===== src/rtl/shift_seq.sv =====
// Multi-cycle shifter/rotator: moves a WIDTH-bit word by a signed count, up to STEP bits
// per clock, reporting the last bit shifted out and the arithmetic-left sign-change flag.
module shift_seq #(
  parameter int WIDTH = 32,
  parameter int SHW   = 6,
  parameter int STEP  = 1
) (
  input  logic             clk,
  input  logic             reset,
  input  logic             ready,
  input  logic [WIDTH-1:0] in,
  input  logic [SHW-1:0]   shift,
  input  logic [1:0]       mode,
  output logic             done,
  output logic             busy,
  output logic [WIDTH-1:0] out,
  output logic             last_bit,
  output logic             overflow
);

  localparam logic [SHW:0] STEP_W = (SHW+1)'(STEP);

  typedef enum logic [1:0] {IDLE, RUN, DONE, WAIT} state_t;
  typedef enum logic [1:0] {
    MODE_ARITH = 2'b00,
    MODE_LOGIC = 2'b01,
    MODE_ROT   = 2'b10,
    MODE_RSVD  = 2'b11
  } mode_t;

  state_t       state;
  mode_t        mode_q;
  logic         dir;
  logic [SHW:0] rem;

  // One extra bit so the most negative count negates without wrapping.
  logic [SHW:0] shift_ext;
  logic [SHW:0] shift_mag;
  assign shift_ext = {shift[SHW-1], shift};
  assign shift_mag = shift[SHW-1] ? -shift_ext : shift_ext;

  logic [SHW:0] step_n;
  assign step_n = (rem < STEP_W) ? rem : STEP_W;

  logic             arith;
  logic             rot;
  assign arith = (mode_q == MODE_ARITH);
  assign rot   = (mode_q == MODE_ROT);

  logic [WIDTH-1:0] word;
  logic             lb;
  logic             ov;

  // Up to STEP single-bit stages; only the first step_n of them are enabled this cycle.
  always_comb begin
    // NOTE: defaults first so every path assigns every output -- no latch can be inferred.
    word = out;
    lb   = last_bit;
    ov   = overflow;
    for (int i = 0; i < STEP; i++) begin
      if ((SHW+1)'(i) < step_n) begin
        // NOTE: blocking assignments here so each stage sees the previous stage's result.
        if (!dir) begin
          lb = word[WIDTH-1];
          if (arith && (word[WIDTH-1] != word[WIDTH-2])) ov = 1'b1;
          word = {word[WIDTH-2:0], rot ? word[WIDTH-1] : 1'b0};
        end else begin
          lb   = word[0];
          word = {rot ? word[0] : (arith & word[WIDTH-1]), word[WIDTH-1:1]};
        end
      end
    end
  end

  always_ff @(posedge clk or posedge reset) begin
    // NOTE: sequential state uses non-blocking assignments so all registers update together.
    if (reset) begin
      state    <= IDLE;
      mode_q   <= MODE_ARITH;
      dir      <= 1'b0;
      rem      <= '0;
      out      <= '0;
      last_bit <= 1'b0;
      overflow <= 1'b0;
      done     <= 1'b0;
      busy     <= 1'b0;
    end else begin
      case (state)
        IDLE: begin
          done <= 1'b0;
          if (ready) begin
            out      <= in;
            rem      <= shift_mag;
            dir      <= shift[SHW-1];
            mode_q   <= mode_t'(mode);
            last_bit <= 1'b0;
            overflow <= 1'b0;
            busy     <= (shift_mag != '0);
            state    <= (shift_mag != '0) ? RUN : DONE;
          end
        end
        RUN: begin
          out      <= word;
          last_bit <= lb;
          overflow <= ov;
          rem      <= rem - step_n;
          if (rem <= STEP_W) begin
            busy  <= 1'b0;
            state <= DONE;
          end
        end
        DONE: begin
          done  <= 1'b1;
          state <= ready ? WAIT : IDLE;
        end
        WAIT: begin
          done <= 1'b0;
          if (!ready) state <= IDLE;
        end
        default: state <= IDLE;
      endcase
    end
  end

endmodule

===== config.mk =====
export PLATFORM = sky130hd
export DESIGN_NAME = shift_seq
export DESIGN_NICKNAME = d
export VERILOG_FILES = /design/src/rtl/shift_seq.sv
export SDC_FILE = /design/constraint.sdc
export NUM_CORES = 1
export LEC_CHECK = 0
export ABC_AREA = 1
export CAP_MARGIN = 20
export CORE_UTILIZATION = 50
export DETAILED_ROUTE_END_ITERATION = 12
export PLACE_DENSITY = 0.79
export SYNTH_ARGS = -nofsm -noshare
export SYNTH_HDL_FRONTEND = slang
export SYNTH_SLANG_ARGS = --single-unit

===== constraint.sdc =====
create_clock -name clk -period 4.31 [get_ports clk]
set_input_delay 0.862 -clock clk [delete_from_list [all_inputs] [get_ports clk]]
set_output_delay 0.862 -clock clk [all_outputs]
set_load 0.02 [all_outputs]

==> impl_metrics.toml <==
[setup_path]
critPathArrivalTime_ns = 2.94
r2r_slack_ns = 1.65
path_max_fanout = 19
path_depth = 8
worst_path_dominant_cell_family = "buffers and inverters"
cp_slowest_cell = "clkdlybuf4s50_1"
cp_data_required_time_ns = 4.55
cp_num_buf_inv = 3
slowest_delay_ns = 0.55
start_kind = "input port"
crit_type = "input port to register"
worstRegToRegCells = 10
crit_chain = "clkdlybuf4s50_1 -> nor2_1 -> nor2_2 -> inv_2 -> a21oi_4 -> buf_4 -> o211ai_1 -> nand3_1"
end_kind = "register"
r2r_end = "out[2]$_DFFE_PP0P_"
rr_startpoint = "state[1]$_DFFE_PP0P_"

[placement]
place_ws_ns = 1.31
io_buffers = 78
dp_hpwl_um = 5250
gp_congestion = 0.868
place_area_um2 = 3690

[layout]
drive_gt1_frac = 0.0373
area_delta_synth_final_pct = 30.5
stdcell_area_um2 = 3800
nets = 533
diodes = 0

[grt]
antenna_found_initial = 0
track_usage = 0.263
grt_max_degree = 49
grt_pass1_wl_um = 12900
global_route.overflow_total = 0
grt_pass1_vias = 2862

[synth]
synth_seq_cells = 48
synth_warnings = 0
synth_area_per_cell_um2 = 7.01
ys_seq_area_frac = 0.413
synthesis.nets = 466
synth_cells = 415
synth_area_um2 = 2910
yosysUniqueCellTypes = 26

[drt]
ant_nets = 0
avgRoutedWirePerCell_um = 13.7
routed_wl_um = 7600
viasPerCell = 5.45
drt_iter0_markers = 202
remaining_drc_errors = 0
drtPass1Iterations = 5
vias = 3025

[sta]
fmax_mhz = 370
finClkSkew_ns = 0.00634
fin_crit_ns = 2.71
worstMarginPinSlew_ns = 0.988
post-route-worst-setup-slack_ns = 1.60
finalSetupViolations = 0
tns_ns = 0
fin_crit_sh = 0.628
maxSlewViolCount = 0
holdWs_ns = 0.518
slew_headroom = 0.341
rsz0062_at_grt = "no"
finalHoldViolations = 0

[clock_network]
numCtsBuffers = 5
cts_resized = 0
post_cts_buffers = 0
path_clk_slew_ns = 0.09
clk_latency_ns = 0.30
tritoncts = "built"
cts.htree.levels = 2
clk_path_buf_depth = 2
cts_root_buf = "clkbuf_8"
clock-sinks = 48
hold_buffers = 0

[die]
io_pins = 79
dieArea_um2 = 6130
initial_core_util = 0.525
num_rows = 27
die_h_um = 78.3
die_width_um = 78.3
core_area_um2 = 5540

[pwr]
p_int_mw = 1.44
ir_worst_vdd_mv = 0.437
leakage_nw = 1.79
sw_frac_of_total = 0.494
switching_power_mw = 1.41
p_seq_frac = 0.301
power_mw = 2.86
p_comb_frac = 0.601
pwr-share-clk = 0.098
powerDensity_nw_per_um2 = 752

[worst_hold_path]
hold_path.class = "register to register"
hold_end = "done$_DFFE_PP0P_"
worstHoldStart = "done$_DFFE_PP0P_"
worstHoldPathCells = 1

[outcome]
status = "finished, final reports clean"

[job]
drv_cap = 0
-- per-stage QoR --
stage | utilization | std cells
after CTS | 0.682 | 554
after global routing | 0.685 | 555
final | 0.685 | 555
after floorplan | - | 415
after global placement | 0.666 | 546
after detailed placement | 0.666 | 546
-- logic make-up (layout without fill, tap and decap cells) --
| logic type | Yosys count | count (layout) | synth area share |
|---|---|---|---|
| xor+xnor | 2 | 2 | 0.00602 |
| buf+inv | 54 | 122 | 0.0817 |
| flops | 48 | 48 | 0.413 |
| simple gates | 213 | 213 | 0.288 |
| compound gates | 89 | 89 | 0.173 |
| fa+ha+maj | 8 | 8 | 0.0344 |
| mux | 1 | 1 | 0.00387 |
-- worst reg2reg max path: stages, from the launching register on --
cell      delay, ns
dfrtp_1        0.43
inv_1          0.12
ha_1           0.15
buf_4          0.32
nor2_1         0.13
nor2_2         0.38
inv_2          0.15
a21oi_4        0.37
buf_4          0.32
o211ai_1       0.13
nand3_1        0.11
-- how the worst max path moves through the flow --
stage	from	end	slack (ns)
4_1_cts	ready	out[2]$_DFFE_PP0P_	1.62
2_1_floorplan	reset	busy$_DFFE_PP0P_	2.30
3_3_place_gp	ready	out[8]$_DFFE_PP0P_	1.42
3_5_place_dp	ready	out[2]$_DFFE_PP0P_	1.31
5_1_grt	state[1]$_DFFE_PP0P_	out[4]$_DFFE_PP0P_	1.35
6_report	ready	out[2]$_DFFE_PP0P_	1.60
-- synthesized netlist by cell type (all sizes together) --
master / n / area share
nor4: 1 / 0.0022
ha: 8 / 0.034
o221ai: 1 / 0.0030
buf: 12 / 0.027
inv: 32 / 0.042
o22ai: 4 / 0.0086
dfrtp: 48 / 0.41
nand3: 21 / 0.036
nor3: 4 / 0.0069
xor2: 2 / 0.0060
a211oi: 1 / 0.0026
clkbuf: 10 / 0.013
mux2: 1 / 0.0039
nor2: 56 / 0.074
o211ai: 14 / 0.036
o21ai: 54 / 0.093
a21oi: 15 / 0.030
nand2: 131 / 0.17
-- sequential cells by signal, indices dropped and copies added (netlist names) --
| signal | flops |
|---|---|
| last_bit | 1 |
| out | 32 |
| overflow | 1 |
| done | 1 |
| rem | 7 |
| state | 2 |
| dir | 1 |
| busy | 1 |
| mode_q | 2 |
-- cell type report --
| cell class | count | area [µm²] |
|---|---|---|
| Sequential cell | 48 | 1200 |
| Multi-Input combinational cell | 313 | 1470 |
| Clock buffer | 8 | 90.1 |
| Inverter | 32 | 123 |
| Fill cell | 495 | 1740 |
| Tap cell | 72 | 90.1 |
| Timing Repair Buffer | 82 | 823 |
-- cell usage in the layout (no fill, tap or decap) --
cell	instances
buf_4	3
xor2_1	2
clkbuf_1	2
o21ai_1	4
inv_2	3
o22ai_1	4
nand2_1	131
nor2_1	54
nor3_1	4
dfrtp_1	48
o221ai_1	1
nor2_2	2
clkdlybuf4s50_1	78
mux2_2	1
nand3_1	21
a21oi_1	14
nor4_1	1
inv_4	1
inv_1	28
o21ai_0	50
o211ai_1	14
buf_12	1
ha_1	8
clkbuf_8	6
a21oi_4	1
a211oi_1	1
-- routing by layer --
layer,vias to the layer above,part of all wire,track usage
met5,-,0,0
met4,0,0.010,0.0852
met3,8,0.059,0.0453
met2,114,0.50,0.454
met1,1427,0.44,0.334
li1,1476,-,-
-- power by group through the flow --
stage | logic, mW | registers, mW | clock network (mW)
global route | 1.92 | 0.888 | 0.301
floorplan | 1.02 | 1.00 | 0
CTS | 1.72 | 0.858 | 0.284
detailed placement | 1.71 | 0.866 | 0
finish | 1.72 | 0.860 | 0.280
global placement | 1.66 | 0.859 | 0
(Power assumes the default switching activity.)
